===== src/rtl/cursor_ctrl_rpt.sv =====
// Cursor position controller: four debounced active-low keys move (cursor_x, cursor_y)
// by a runtime step, with hold-to-repeat, edge wrap/clamp and synchronous recenter.
module cursor_ctrl_rpt #(
    parameter int H_RES        = 640,
    parameter int V_RES        = 480,
    parameter int POS_W        = 11,
    parameter int STEP_W       = 5,
    parameter int DEBOUNCE_CYC = 1_000_000,
    parameter int REPEAT_DELAY = 25_000_000,
    parameter int REPEAT_RATE  = 5_000_000,
    parameter bit WRAP         = 1'b1
) (
    input  logic              clk,
    input  logic              rst_n,
    input  logic [3:0]        key_n,
    input  logic              recenter,
    input  logic [STEP_W-1:0] step,
    output logic [POS_W-1:0]  cursor_x,
    output logic [POS_W-1:0]  cursor_y,
    output logic              moved
);

    localparam int PW1     = POS_W + 1;
    localparam int DB_W    = $clog2(DEBOUNCE_CYC + 1);
    localparam int RPT_MAX = (REPEAT_DELAY > REPEAT_RATE) ? REPEAT_DELAY : REPEAT_RATE;
    localparam int RPT_W   = $clog2(RPT_MAX + 1);

    localparam logic [DB_W-1:0]  DB_LAST    = DB_W'(DEBOUNCE_CYC - 1);
    localparam logic [RPT_W-1:0] DELAY_LAST = RPT_W'(REPEAT_DELAY - 1);
    localparam logic [RPT_W-1:0] RATE_LAST  = RPT_W'(REPEAT_RATE - 1);
    localparam logic [PW1-1:0]   H_RES_W    = PW1'(H_RES);
    localparam logic [PW1-1:0]   V_RES_W    = PW1'(V_RES);
    localparam logic [POS_W-1:0] X_CENTRE   = POS_W'(H_RES / 2);
    localparam logic [POS_W-1:0] Y_CENTRE   = POS_W'(V_RES / 2);

    localparam logic [1:0] ST_IDLE   = 2'd0;
    localparam logic [1:0] ST_DELAY  = 2'd1;
    localparam logic [1:0] ST_REPEAT = 2'd2;

    localparam logic [1:0] KEY_RIGHT = 2'd0;
    localparam logic [1:0] KEY_LEFT  = 2'd1;
    localparam logic [1:0] KEY_DOWN  = 2'd2;
    localparam logic [1:0] KEY_UP    = 2'd3;

    logic [3:0]       sync1_q, sync2_q;
    logic [3:0]       deb_q;
    logic [DB_W-1:0]  db_cnt_q [4];

    logic [1:0]       state_q, state_d;
    logic [1:0]       active_q, active_d;
    logic [RPT_W-1:0] rpt_cnt_q, rpt_cnt_d;
    logic             block_q, block_d;
    logic [POS_W-1:0] x_q, x_d, y_q, y_d;
    logic             moved_q, moved_d;

    logic [3:0]       pressed;
    logic             any_pressed;
    logic [1:0]       pick;
    logic [1:0]       mv_key;
    logic             do_move;
    logic [PW1-1:0]   step_ext, step_h, step_v;

    function automatic logic [POS_W-1:0] move_dec(input logic [PW1-1:0] pos,
                                                  input logic [PW1-1:0] stp,
                                                  input logic [PW1-1:0] res);
        logic [PW1-1:0] r;
        if (pos < stp) begin
            if (WRAP) r = pos + res - stp;
            else      r = '0;
        end else begin
            r = pos - stp;
        end
        return r[POS_W-1:0];
    endfunction

    function automatic logic [POS_W-1:0] move_inc(input logic [PW1-1:0] pos,
                                                  input logic [PW1-1:0] stp,
                                                  input logic [PW1-1:0] res);
        logic [PW1-1:0] sum;
        logic [PW1-1:0] r;
        sum = pos + stp;
        if (sum >= res) begin
            if (WRAP) r = sum - res;
            else      r = res - 1'b1;
        end else begin
            r = sum;
        end
        return r[POS_W-1:0];
    endfunction

    // Input stage: 2-FF synchroniser, then per-key stability counter
    always_ff @(posedge clk or negedge rst_n) begin
        if (!rst_n) begin
            sync1_q <= 4'hF;
            sync2_q <= 4'hF;
            deb_q   <= 4'hF;
            for (int k = 0; k < 4; k++) db_cnt_q[k] <= '0;
        end else begin
            sync1_q <= key_n;
            sync2_q <= sync1_q;
            for (int k = 0; k < 4; k++) begin
                if (sync2_q[k] == deb_q[k]) begin
                    db_cnt_q[k] <= '0;
                end else if (db_cnt_q[k] == DB_LAST) begin
                    deb_q[k]    <= sync2_q[k];
                    db_cnt_q[k] <= '0;
                end else begin
                    db_cnt_q[k] <= db_cnt_q[k] + 1'b1;
                end
            end
        end
    end

    assign pressed     = ~deb_q;
    assign any_pressed = |pressed;

    always_comb begin
        pick = KEY_RIGHT;
        if (pressed[KEY_UP])        pick = KEY_UP;
        else if (pressed[KEY_DOWN]) pick = KEY_DOWN;
        else if (pressed[KEY_LEFT]) pick = KEY_LEFT;
    end

    // A step at or beyond the axis resolution behaves as resolution-1
    assign step_ext = PW1'(step);
    assign step_h   = (step_ext >= H_RES_W) ? H_RES_W - 1'b1 : step_ext;
    assign step_v   = (step_ext >= V_RES_W) ? V_RES_W - 1'b1 : step_ext;

    // Control stage: press/delay/repeat sequencing and position update
    always_comb begin
        state_d   = state_q;
        active_d  = active_q;
        rpt_cnt_d = rpt_cnt_q;
        block_d   = block_q;
        x_d       = x_q;
        y_d       = y_q;
        moved_d   = 1'b0;
        do_move   = 1'b0;
        mv_key    = active_q;

        if (recenter) begin
            state_d   = ST_IDLE;
            rpt_cnt_d = '0;
            block_d   = 1'b1;
            x_d       = X_CENTRE;
            y_d       = Y_CENTRE;
        end else begin
            case (state_q)
                ST_IDLE: begin
                    rpt_cnt_d = '0;
                    // After a recenter, keys must all be released before a new press counts
                    if (block_q) begin
                        if (!any_pressed) block_d = 1'b0;
                    end else if (any_pressed) begin
                        do_move  = 1'b1;
                        mv_key   = pick;
                        active_d = pick;
                        state_d  = ST_DELAY;
                    end
                end
                ST_DELAY: begin
                    if (!pressed[active_q]) begin
                        state_d   = ST_IDLE;
                        rpt_cnt_d = '0;
                    end else if (rpt_cnt_q == DELAY_LAST) begin
                        do_move   = 1'b1;
                        state_d   = ST_REPEAT;
                        rpt_cnt_d = '0;
                    end else begin
                        rpt_cnt_d = rpt_cnt_q + 1'b1;
                    end
                end
                ST_REPEAT: begin
                    if (!pressed[active_q]) begin
                        state_d   = ST_IDLE;
                        rpt_cnt_d = '0;
                    end else if (rpt_cnt_q == RATE_LAST) begin
                        do_move   = 1'b1;
                        rpt_cnt_d = '0;
                    end else begin
                        rpt_cnt_d = rpt_cnt_q + 1'b1;
                    end
                end
                default: begin
                    state_d   = ST_IDLE;
                    rpt_cnt_d = '0;
                end
            endcase

            if (do_move && (step != '0)) begin
                moved_d = 1'b1;
                case (mv_key)
                    KEY_UP:   y_d = move_dec(PW1'(y_q), step_v, V_RES_W);
                    KEY_DOWN: y_d = move_inc(PW1'(y_q), step_v, V_RES_W);
                    KEY_LEFT: x_d = move_dec(PW1'(x_q), step_h, H_RES_W);
                    default:  x_d = move_inc(PW1'(x_q), step_h, H_RES_W);
                endcase
            end
        end
    end

    always_ff @(posedge clk or negedge rst_n) begin
        if (!rst_n) begin
            state_q   <= ST_IDLE;
            active_q  <= KEY_RIGHT;
            rpt_cnt_q <= '0;
            block_q   <= 1'b0;
            x_q       <= X_CENTRE;
            y_q       <= Y_CENTRE;
            moved_q   <= 1'b0;
        end else begin
            state_q   <= state_d;
            active_q  <= active_d;
            rpt_cnt_q <= rpt_cnt_d;
            block_q   <= block_d;
            x_q       <= x_d;
            y_q       <= y_d;
            moved_q   <= moved_d;
        end
    end

    assign cursor_x = x_q;
    assign cursor_y = y_q;
    assign moved    = moved_q;

endmodule


===== config.mk =====
export PLATFORM = sky130hd
export DESIGN_NAME = cursor_ctrl_rpt
export DESIGN_NICKNAME = d
export VERILOG_FILES = /design/src/rtl/cursor_ctrl_rpt.sv
export SDC_FILE = /design/constraint.sdc
export NUM_CORES = 1
export LEC_CHECK = 0
export ABC_AREA = 0
export ABC_CLOCK_PERIOD_IN_PS = 4300
export BUFFER_PORTS_ARGS = -buffer_cell sky130_fd_sc_hd__buf_4
export CAP_MARGIN = 20
export CORE_MARGIN = 4
export CORE_UTILIZATION = 40
export CTS_BUF_LIST = sky130_fd_sc_hd__clkbuf_4 sky130_fd_sc_hd__clkbuf_8 sky130_fd_sc_hd__clkbuf_16
export CTS_CLUSTER_SIZE = 25
export DETAILED_ROUTE_END_ITERATION = 12
export PLACE_DENSITY = 0.59
export SKIP_CTS_REPAIR_TIMING = 1
export SYNTH_ARGS = -nofsm -noshare
export SYNTH_HDL_FRONTEND = slang
export SYNTH_SLANG_ARGS = --single-unit

===== constraint.sdc =====
create_clock -name clk -period 4.3 [get_ports clk]
set_clock_uncertainty 0.05 [all_clocks]
set_input_delay 0.43 -clock clk [delete_from_list [all_inputs] [get_ports clk]]
set_output_delay 0.43 -clock clk [all_outputs]
set_load 0.005 [all_outputs]

==> reports/results.tsv <==
stage	metric	value	unit
clock_tree	clock input transition at the sequential cells of the worst setup and hold paths	0.07	ns
yosys	Main synth FF type	dfrtp_1	
critical_path	Worst setup endpoint	cursor_y[9]$_DFFE_PN0P_	
place	PortBufs	34	
cells_and_area	fin nets	1166	
die	standard-cell rows	56	
critical_path	highest fanout seen on the critical path	5	
yosys	post-synthesis register bit count	145	
place	post-detail-place hpwl	15300	um
yosys	Avg Cell Area, Syn	9.08	um2
yosys	nets in the synthesized netlist	1132	
timing	worst slack on hold paths	0.0313	ns
drt	wire length reported by the detailed router	21200	um
drt	wire length per cell	14.9	um
yosys	cell area after synthesis	9550	um2
yosys	Ys Warns	0	
clock_tree	master cell of the clock root buffer	clkbuf_16	
cells_and_area	proportion of layout cells with a drive suffix above 1	0.115	
yosys	Gate Count Post-Synth	1052	
timing	unrepaired setup endpoints after global routing	false	
drt	detailed router's first-iteration violation count	496	
cells_and_area	area grow syn2layout	13.5	%
timing	Pins Over Slew Limit	0	
cells_and_area	combined area of the multi-input logic cells	5610	um2
job	max_cap viols	0	
timing	transition time of the tightest slew-check pin	1.03	ns
run_status	outcome	complete, no violations	
yosys	Async SR Flop Fraction	1.00	
timing	setup tns final	0	ns
global_route	vias in the first global route	7477	
global_route	initial antenna violation count	0	
drt	DRC	0	
drt	via total after detailed routing	7563	
global_route	first-pass GRT wire length	36500	um
clock_tree	clk_lat worst skew	0.42	ns
die	chip height	163	um
hold_path	Tightest Hold Check Type	input pin to async pin	
clock_tree	depth of the CTS H-tree	4	
cells_and_area	final design utilization	0.462	
timing	final critical path time including I/O delays and setup	3.45	ns
timing	total setup violations reported at the end of the flow	0	
timing	maximum frequency from static timing analysis	290	MHz
yosys	count of flip-flops with a built-in enable after synthesis	0	
yosys	dominant cells by area after synthesis	dfrtp_1 33%, ha_1 7.3%, nor2_1 5.8%, xnor2_1 5.3%, dfstp_2 5.0%	
critical_path	end of the worst register-to-register path	cursor_y[9]$_DFFE_PN0P_	
clock_tree	clock tree from TritonCTS	built	
critical_path	start of the worst register-to-register path	cursor_y[0]$_DFFE_PN0P_	
die	full die area	26400	um2
drt	remaining antenna violation count	0	
drt	TritonRoute pass-1 iters	5	
power_and_ir_drop	maximum vdd drop	0.000344	V
die	placeable core area	23500	um2
die	starting utilization of the core area	0.407	
yosys	area share of the leading cell type in the synthesized netlist	0.333	
global_route	pin count of the biggest net entering global routing	89	
critical_path	WS Path Type	register to register	
critical_path	data required time of the worst path	4.56	ns
power_and_ir_drop	Static Leak	4.64	nW
clock_tree	maximum root-to-sink buffer count	2	
global_route	remaining global-route overflow	0	
critical_path	origin of the worst setup path	cursor_y[0]$_DFFE_PN0P_	
power_and_ir_drop	areal power density over the cells	337	nW/um2
clock_tree	TritonCTS Buffers	17	
critical_path	Critical Path Start Type	register	
global_route	all-layer global routing usage	0.167	
critical_path	slack of the worst reg-to-reg path	0.85	ns
cells_and_area	storage element area	3650	um2
critical_path	R2R cell count	11	
clock_tree	clock sink total	145	
drt	vias per inst	5.33	
timing	worst slew slack as a fraction of its limit	0.309	
critical_path	critical path data arrival time	3.70	ns
critical_path	CP endpoint kind	register	
die	Ports	35	
timing	share of the clock period used by the worst path after layout	0.801	
cells_and_area	n_diodes	0	
cells_and_area	filler cell count in the final layout	2249	
timing	Hold Violations, Final	0	
yosys	count of different cell masters after synthesis	87	
yosys	Synth area leader	dfrtp_1	
yosys	sequential share of the synthesized area	0.382	
die	width of the chip	163	um
place	GP Congestion	0.862	
==> cell usage in the layout, fill, tap and decap left out, types with 4 or more instances in the layout <==
cell type / synthesis / routed
ha_1: 56 / 56
a22oi_1: 4 / 4
nor2_1: 148 / 148
a21oi_1: 34 / 34
a32o_1: 4 / 4
a21o_1: 7 / 7
buf_4: 0 / 42
nand3b_1: 8 / 8
dfrtp_1: 127 / 127
nand2b_1: 8 / 8
a22o_1: 5 / 5
fa_1: 12 / 12
inv_1: 50 / 50
nor4_1: 10 / 10
xnor2_1: 58 / 58
o31a_1: 4 / 4
o21a_1: 5 / 5
nor3_1: 21 / 21
mux2_2: 11 / 11
nand4_1: 8 / 8
a211oi_1: 5 / 5
or2_2: 5 / 5
xor2_1: 51 / 51
nor2b_1: 11 / 11
and3_1: 35 / 35
nand3_1: 55 / 55
or3_1: 11 / 11
o22ai_1: 9 / 9
o211ai_1: 7 / 7
a31oi_1: 11 / 11
clkbuf_16: 0 / 17
dfstp_2: 18 / 18
o31ai_1: 5 / 5
o21ai_0: 46 / 46
a211o_1: 7 / 7
mux2i_1: 4 / 4
nand2_1: 86 / 86
bufinv_16: 0 / 5
==> per-layer routing <==
layer	share of wire	vias to the layer above	GRT usage
met2	0.47	118	0.271
met1	0.48	3640	0.230
li1	-	3779	-
met3	0.035	26	0.0256
met5	0	-	0
met4	0.014	0	0.0530
==> area by class of cell <==
| type | instances | share of cell area |
|---|---|---|
| Clock buffer | 22 | 0.0439 |
| Multi-Input combinational cell | 829 | 0.518 |
| Tap cell | 319 | 0.0368 |
| Clock inverter | 10 | 0.0169 |
| Timing Repair Buffer | 43 | 0.0301 |
| Sequential cell | 145 | 0.337 |
| Inverter | 50 | 0.0173 |
==> logic make-up (layout without fill, tap and decap cells) <==
| kind of cell | count (synthesis) | after routing | share of synthesized area |
|---|---|---|---|
| compound gates | 200 | 200 | 0.145 |
| xor+xnor | 109 | 109 | 0.0999 |
| fa+ha+maj | 68 | 68 | 0.0985 |
| buf+inv | 78 | 125 | 0.0308 |
| flops | 145 | 145 | 0.382 |
| mux | 16 | 16 | 0.0195 |
| simple gates | 436 | 436 | 0.224 |
==> per-stage QoR <==
stage	setup WS, ns	total power, W	instance area (um2)	std cells
floorplan	0.967	0.00185	9550	1052
global placement	0.817	0.00202	10200	1386
detailed placement	0.717	0.00203	10200	1386
CTS	0.860	0.00369	10800	1418
global route	0.666	0.00383	10800	1418
finish	0.855	0.00365	10800	1418
==> how the worst min path moves through the flow <==
stage / depth (start not counted) / slack, ns / start / to
global placement: 0 / 0.30 / sync1_q[1]$_DFF_PN1_ / sync2_q[1]$_DFF_PN1_
floorplan: 0 / 0.08 / rst_n / active_q[0]$_DFFE_PN0N_
global route: 1 / 0.04 / key_n[3] / sync1_q[3]$_DFF_PN1_
finish: 1 / 0.03 / rst_n / cursor_x[5]$_DFFE_PN0P_
detailed placement: 0 / 0.30 / sync1_q[1]$_DFF_PN1_ / sync2_q[1]$_DFF_PN1_
CTS: 1 / 0.05 / key_n[3] / sync1_q[3]$_DFF_PN1_
==> sequential cells by signal (all words and copies together), names as in the netlist <==
name and flops:
block_q 1, deb_q 4, active_q 2, sync1_q 4
sync2_q 4, cursor_x 11, moved 1, rpt_cnt_q 25
db_cnt_q 80, state_q 2, cursor_y 11
==> synth_stat cells (9+ instances only) <==
| master | number |
|---|---|
| and3_1 | 35 |
| dfstp_2 | 18 |
| dfrtp_1 | 127 |
| nand3_1 | 55 |
| a21oi_1 | 34 |
| nor3_1 | 21 |
| nor4_1 | 10 |
| nor2b_1 | 11 |
| inv_1 | 50 |
| nor2_1 | 148 |
| a31oi_1 | 11 |
| xnor2_1 | 58 |
| ha_1 | 56 |
| fa_1 | 12 |
| nand2_1 | 86 |
| clkbuf_1 | 26 |
| o22ai_1 | 9 |
| o21ai_0 | 46 |
| or3_1 | 11 |
| mux2_2 | 11 |
| xor2_1 | 51 |
==> power breakdown <==
group          total [W]  switching, W  internal, W
registers        0.00144     0.0000385      0.00140
clock network    0.00165      0.000570      0.00108
logic           0.000560      0.000361     0.000199
total            0.00365      0.000969      0.00268
==> critical path, stage by stage (launching register included) <==
cell and delay, ns:
dfrtp_1 0.42, ha_1 0.23, fa_1 0.43, nand2b_1 0.13, a221oi_1 0.12, buf_4 0.20, or3_1 0.32, a2111oi_0 0.57
o22ai_1 0.21, o311ai_0 0.16, a31oi_1 0.16, a221o_1 0.33
Power figures use the tool's default switching activity.
